$ cat src/rtl/input_cond_pkg.sv
// Shared types and constants for the input_conditioner slice.
package input_cond_pkg;

  typedef enum logic [1:0] {
    ST_STABLE_LO = 2'd0,
    ST_WAIT_HI   = 2'd1,
    ST_STABLE_HI = 2'd2,
    ST_WAIT_LO   = 2'd3
  } state_t;

  localparam int unsigned               BOUNCE_CNT_W   = 8;
  localparam logic [BOUNCE_CNT_W-1:0]   BOUNCE_CNT_MAX = 8'd255;

  // Width of a counter that must reach cycles-1, never narrower than one bit.
  function automatic int unsigned cnt_width(input int unsigned cycles);
    return ($clog2(cycles) < 1) ? 1 : $clog2(cycles);
  endfunction

endpackage

$ cat src/rtl/input_conditioner_sync.sv
// Plain flop-chain synchronizer, async active-high reset to 0.
module sync_chain #(
  parameter int unsigned STAGES = 2
) (
  input  logic clk,
  input  logic reset,
  input  logic d,
  output logic q
);

  logic [STAGES-1:0] r_stage;

  always_ff @(posedge clk or posedge reset) begin
    if (reset) r_stage <= '0;
    else       r_stage <= {r_stage[STAGES-2:0], d};
  end

  assign q = r_stage[STAGES-1];

endmodule

$ cat src/rtl/input_conditioner.sv
// Synchronizer + debounce FSM + registered rise/fall pulses.
// Optional rejected-glitch counter enabled by INPUT_COND_BOUNCE_CNT_EN.
module input_conditioner
  import input_cond_pkg::*;
#(
  parameter int unsigned SYNC_STAGES     = 2,
  parameter int unsigned DEBOUNCE_CYCLES = 4
) (
  input  logic clk,
  input  logic reset,
  input  logic din_async,
  output logic dout,
  output logic rise_pulse,
  output logic fall_pulse
`ifdef INPUT_COND_BOUNCE_CNT_EN
  ,
  output logic [BOUNCE_CNT_W-1:0] bounce_cnt
`endif
);

  localparam int unsigned       CNT_W    = cnt_width(DEBOUNCE_CYCLES);
  localparam logic [CNT_W-1:0]  CNT_LAST = CNT_W'(DEBOUNCE_CYCLES - 1);

  logic             w_sync;
  state_t           r_state, w_state_nxt;
  logic [CNT_W-1:0] r_cnt, w_cnt_nxt;
  logic             r_dout, w_dout_nxt;
  logic             r_rise, w_rise_nxt;
  logic             r_fall, w_fall_nxt;

  sync_chain #(.STAGES(SYNC_STAGES)) u_sync (
    .clk   (clk),
    .reset (reset),
    .d     (din_async),
    .q     (w_sync)
  );

  always_comb begin
    w_state_nxt = r_state;
    w_cnt_nxt   = r_cnt;
    w_dout_nxt  = r_dout;
    w_rise_nxt  = 1'b0;
    w_fall_nxt  = 1'b0;
    case (r_state)
      ST_STABLE_LO: begin
        if (w_sync) begin
          w_state_nxt = ST_WAIT_HI;
          w_cnt_nxt   = '0;
        end
      end
      ST_WAIT_HI: begin
        if (!w_sync) begin
          w_state_nxt = ST_STABLE_LO;
          w_cnt_nxt   = '0;
        end else if (r_cnt == CNT_LAST) begin
          w_state_nxt = ST_STABLE_HI;
          w_cnt_nxt   = '0;
          w_dout_nxt  = 1'b1;
          w_rise_nxt  = 1'b1;
        end else begin
          w_cnt_nxt   = r_cnt + 1'b1;
        end
      end
      ST_STABLE_HI: begin
        if (!w_sync) begin
          w_state_nxt = ST_WAIT_LO;
          w_cnt_nxt   = '0;
        end
      end
      ST_WAIT_LO: begin
        if (w_sync) begin
          w_state_nxt = ST_STABLE_HI;
          w_cnt_nxt   = '0;
        end else if (r_cnt == CNT_LAST) begin
          w_state_nxt = ST_STABLE_LO;
          w_cnt_nxt   = '0;
          w_dout_nxt  = 1'b0;
          w_fall_nxt  = 1'b1;
        end else begin
          w_cnt_nxt   = r_cnt + 1'b1;
        end
      end
      default: begin
        w_state_nxt = ST_STABLE_LO;
        w_cnt_nxt   = '0;
      end
    endcase
  end

  always_ff @(posedge clk or posedge reset) begin
    if (reset) begin
      r_state <= ST_STABLE_LO;
      r_cnt   <= '0;
      r_dout  <= 1'b0;
      r_rise  <= 1'b0;
      r_fall  <= 1'b0;
    end else begin
      r_state <= w_state_nxt;
      r_cnt   <= w_cnt_nxt;
      r_dout  <= w_dout_nxt;
      r_rise  <= w_rise_nxt;
      r_fall  <= w_fall_nxt;
    end
  end

  assign dout       = r_dout;
  assign rise_pulse = r_rise;
  assign fall_pulse = r_fall;

`ifdef INPUT_COND_BOUNCE_CNT_EN
  // Abort decoded from current state so the default build carries no unused net.
  logic                    w_abort;
  logic [BOUNCE_CNT_W-1:0] r_bounce;

  assign w_abort = ((r_state == ST_WAIT_HI) && !w_sync) ||
                   ((r_state == ST_WAIT_LO) &&  w_sync);

  always_ff @(posedge clk or posedge reset) begin
    if (reset)                                        r_bounce <= '0;
    else if (w_abort && (r_bounce != BOUNCE_CNT_MAX)) r_bounce <= r_bounce + 1'b1;
  end

  assign bounce_cnt = r_bounce;
`endif

endmodule

$ cat config.mk
export PLATFORM = sky130hd
export DESIGN_NAME = input_conditioner
export DESIGN_NICKNAME = d
export VERILOG_FILES = /design/src/rtl/input_cond_pkg.sv /design/src/rtl/input_conditioner_sync.sv /design/src/rtl/input_conditioner.sv
export SDC_FILE = /design/constraint.sdc
export NUM_CORES = 1
export LEC_CHECK = 0
export CAP_MARGIN = 40
export CORE_AREA = 2 2 39 41
export CTS_CLUSTER_DIAMETER = 30
export DETAILED_ROUTE_END_ITERATION = 10
export DIE_AREA = 0 0 41 43
export GPL_TIMING_DRIVEN = 0
export SYNTH_ARGS = -nofsm -noshare
export SYNTH_HDL_FRONTEND = slang
export SYNTH_HIERARCHICAL = 1
export SYNTH_SLANG_ARGS = --single-unit
$ cat constraint.sdc
create_clock -name clk -period 3.4 [get_ports clk]
set_input_delay 0.34 -clock clk [delete_from_list [all_inputs] [get_ports clk]]
set_output_delay 0.34 -clock clk [all_outputs]
set_load 0.01 [all_outputs]
-- After elaboration in Yosys (flattened, before gate mapping)
Cells that the tools add are included.
W data, S select, Z words.
- add/subtract/negate cells: 1
- equality and inequality tests: 12
- muxes and demuxes: 23
- reductions and logical operators: 5
- operators by type and width (cell ; number):
    $mux W2 ; 11
    $pmux W2 S4 ; 2
    $mux W1 ; 9
    $ne A2 B2 Y1 const B ; 4
    $eq A2 B2 Y1 const B ; 3
    $reduce_and A5 Y1 ; 1
    $ne A2 B1 Y1 const B ; 2
    $reduce_and A4 Y1 ; 1
    $ne A3 B2 Y1 const B ; 1
    $ne A3 B3 Y1 const B ; 1
    $add A2 B1 Y2 const B ; 1
    $eq A2 B1 Y1 const B ; 1
    $logic_not A2 Y1 ; 1
    $pmux W1 S2 ; 1
    $reduce_and A2 Y1 ; 1
    $reduce_bool A2 Y1 ; 1
- register bits after elaboration: 9
- input port bits: 3
- output and inout bits: 3
- word-level logic and storage cells: 47

-- Logic depth before layout (Yosys ltp)
- depth in word-level cells: 4
- depth in mapped cells: 3
- gate-level depth less buffers: 3

-- Cells and area by module
The synthesis kept the hierarchy.
- modules (own cells, without submodules) (module ; times used ; cells an instance ; area an instance (um^2) ; seq. area each (um^2)):
    input_conditioner ; 1 ; 33 ; 350.3 ; 175.2
    sync_chain ; 1 ; 3 ; 53.8 ; 50.0

-- Worst setup path before layout
Ideal clock, no wire load.
- kind: register -> register
- start: register r_cnt[0]
- end: register r_cnt[0]
- setup time: 79 ps
- arrival time: 1068 ps
- required time: 3321 ps
- setup slack: 2252 ps
- cell stages (with the launch flop): 4
- buffers on the path: 0
- clock period less this slack: 1148 ps
- path through: dfrtp_1 ha_1 or3b_1 mux2i_1
- cells in the longest elaborated chain, start to end: 4
- elaborated cells between the ends (all ways): 6
- those cells by class: add/sub: 1; eq/ne: 1; mux: 4
- RTL lines (element ; line ; text):
    start, declared ; input_conditioner.sv:26 ; logic [CNT_W-1:0] r_cnt, w_cnt_nxt;
    start signal, assigned ; input_conditioner.sv:99 ; r_cnt <= w_cnt_nxt;
    $add A2 B1 Y2 / $eq A2 B2 Y1 (equally long branches) ; - ;
    $mux W2 * ; input_conditioner.sv:55, input_conditioner.sv:74 ;
    $mux W2, on equally long branches ; input_conditioner.sv:71, input_conditioner.sv:52 ;
    $pmux W2 S4 * ; input_conditioner.sv:44 ; case (r_state)
Mark *: on every way between the ends. The rest lies on a longest branch, timed or not.
A chain may end at the register's enable or synchronous reset.

-- Worst setup path in the final report
- start: register r_dout, in the netlist dout
- end: output dout
- RTL lines (element ; line ; text):
    start, declared ; input_conditioner.sv:27 ; logic r_dout, w_dout_nxt;
    start signal, assigned ; input_conditioner.sv:100 ; r_dout <= w_dout_nxt;
    end, declared ; input_conditioner.sv:12 ; output logic dout,
No word-level cell between the ends.

==> qor.csv <==
metric,value,unit
Crit Path Class,reg2out,
syn_nets,41,
switching portion of total power,24.9,%
Diodes inserted,0,
Final ANT Viol Nets,0,
Syn Inst Count,36,
antenna violations before repair,0,
Die Area,1760,um^2
Overflow after GRT,0,
post-synth cell types,15,
global-route wire length before repair,1120,um
peak supply drop,0.144,mV
synth top area cells,"dfrtp_1, ha_1, nand2b_1, mux2i_1, inv_1",
routability congestion estimate,0.707,
CP required,3.06,ns
Worst path slowest cell,clkdlybuf4s50_1,
Logic pwr share,12.0,%
vias in the first global route,283,
GRT Util Overall,10.1,%
Leak,0.000244,uW
Clock Tree Root,clkbuf_4,
Pint,173,uW
Non-Filler Instances,61,
CP Cell Sequence,clkdlybuf4s50_1,
"Arr. time, crit path",1.17,ns
Worst-Margin Slew,0.290,ns
CTS tree,done,
Yosys top cell by area,dfrtp_1,
CTS buffer count,3,
register area,225,um^2
fraction of final layout cells with drive strength greater than 1,13.3,%
Routed Wire Length,643,um
Setup TNS,0,ns
final hold slack,0.257,ns
Max Transition Viols Final,0,
# Max-Cap Violations,0,
Worst Path Buf+Inv,1,
sequential power share,52.1,%
"most common cell after layout, fill and taps aside",dfrtp_1,
largest net degree at the start of global routing,11,
status,"complete, no violations",
"delay-heaviest family, CP",buffers and inverters,
PwrDens,461,nW/um^2
num ports,6,
Worst-Skew Late Latency,0.26,ns
die height,43,um
Clock Sinks,9,
Hold Crit Class,in2async,
drt drc,0,
"Hold Vio Cnt, Final",0,
DR WL/cell,10.5,um
drt via density,4.74,
Resize count post-CTS,0,
row cnt,14,
Switching Power,57.5,uW
CTS hold repair buffers,0,
Filler Cell Count,135,
DP Cell Count,57,
Yosys warnings,6,
Final Setup Violations,0,
via count,289,
number of I/O port buffers,5,
Nets,51,
Crit. End Element,output port,
clock share of power,35.9,%
Rel. slew slack,80.6,%
sequential element share of the synthesized area,55.7,%
"Reg clk slew, reported paths",0.06,ns
most frequent cells in the layout,"dfrtp_1, clkdlybuf4s50_1, inv_1, nand2b_1",
Max Root-Sink Buffers,2,
syn avg cell area,11.2,um^2
area delta synth->final,23.8,%
"flops & latches, synth",9,
DRT Pass-1 Iters,4,
Initial Util,29.2,%
Starting DRT DRC Count,6,
final worst path period need,1.51,ns
# Post-CTS Setup Buffers,0,
Synth top area share,55.7,%
CTS HTree Levels,1,
end-of-flow core utilization,36.2,%
CORE AREA,1380,um^2
multi-input logic area,156,um^2
Max Freq,663,MHz
unrepaired setup endpoints after global routing,false,
CP max stage delay,0.54,ns
Detail Placement HPWL,484,um
Synth Cell Area,404,um^2
die width,41,um
Setup crit start kind,flip-flop,
Post-Route Skew,0.00398,ns
Final Cycle Share,44.4,%
largest fanout on the critical path,3,
## cell usage after synthesis
cell / n
nor2_1: 2
o22ai_1: 2
nand2b_1: 4
ha_1: 2
mux2i_1: 2
nand2_1: 3
buf_4: 1
dfrtp_1: 9
o221a_2: 1
a21oi_1: 1
or3b_1: 1
xor2_1: 1
inv_1: 4
a31o_2: 1
and2_1: 2
## cell families after synthesis
family                   synth area share [%]
buffers and inverters                    5.57
AND/OR/NAND/NOR                          16.1
multiplexers                             4.95
XOR/XNOR                                 2.17
adder cells (fa/ha/maj)                  6.19
flip-flops                               55.7
AO/OA/AOI/OAI                            9.29
## per-stage QoR
| stage | cell area (um^2) | power [uW] | worst slack [ns] |
|---|---|---|---|
| 6_report | 500 | 231 | 1.89 |
| 5_1_grt | 500 | 244 | 1.85 |
| 4_1_cts | 500 | 233 | 1.88 |
| 3_5_place_dp | 474 | 150 | 2.17 |
| 3_3_place_gp | 474 | 147 | 2.17 |
| 2_1_floorplan | 404 | 141 | 2.25 |
## power groups by stage
stage | sequential [uW] | clock (uW) | combinational [uW]
6_report | 120 | 82.8 | 27.7
5_1_grt | 121 | 91.5 | 31.3
4_1_cts | 120 | 85.2 | 28.0
3_5_place_dp | 122 | 0 | 27.8
3_3_place_gp | 121 | 0 | 25.7
2_1_floorplan | 121 | 0 | 19.9
## metal layers
layer | routed length [um] | vias to the layer above | global-route usage, %
met3 | 28 | 5 | 3.14
li1 | - | 139 | -
met1 | 298 | 136 | 10.6
met2 | 282 | 9 | 14.7
met4 | 33 | 0 | 10.0
met5 | 0 | - | 0
## worst paths after layout
kind,startpoint,endpoint,slack (ns),cells past startpoint
setup reg to reg,r_cnt[0],r_cnt[0],2.17,3
max in group asynchronous,reset,rise_pulse,2.83,2
min in group clk,u_sync/r_stage[0],u_sync/r_stage[1],0.35,0
setup / recovery,dout,dout,1.89,1
hold reg to reg,u_sync/r_stage[0],u_sync/r_stage[1],0.35,0
hold / removal,reset,u_sync/r_stage[0],0.26,2
## final cells by class
| cell class | count | share of cell area (%) |
|---|---|---|
| flip-flops and latches | 9 | 45.0 |
| multi-input cells | 22 | 31.3 |
| repair buffers | 5 | 10.0 |
| clock buffers | 4 | 5.25 |
| well taps | 16 | 4.00 |
| inverters | 4 | 3.00 |
| plain buffers | 1 | 1.50 |
(Power assumes the default switching activity.)
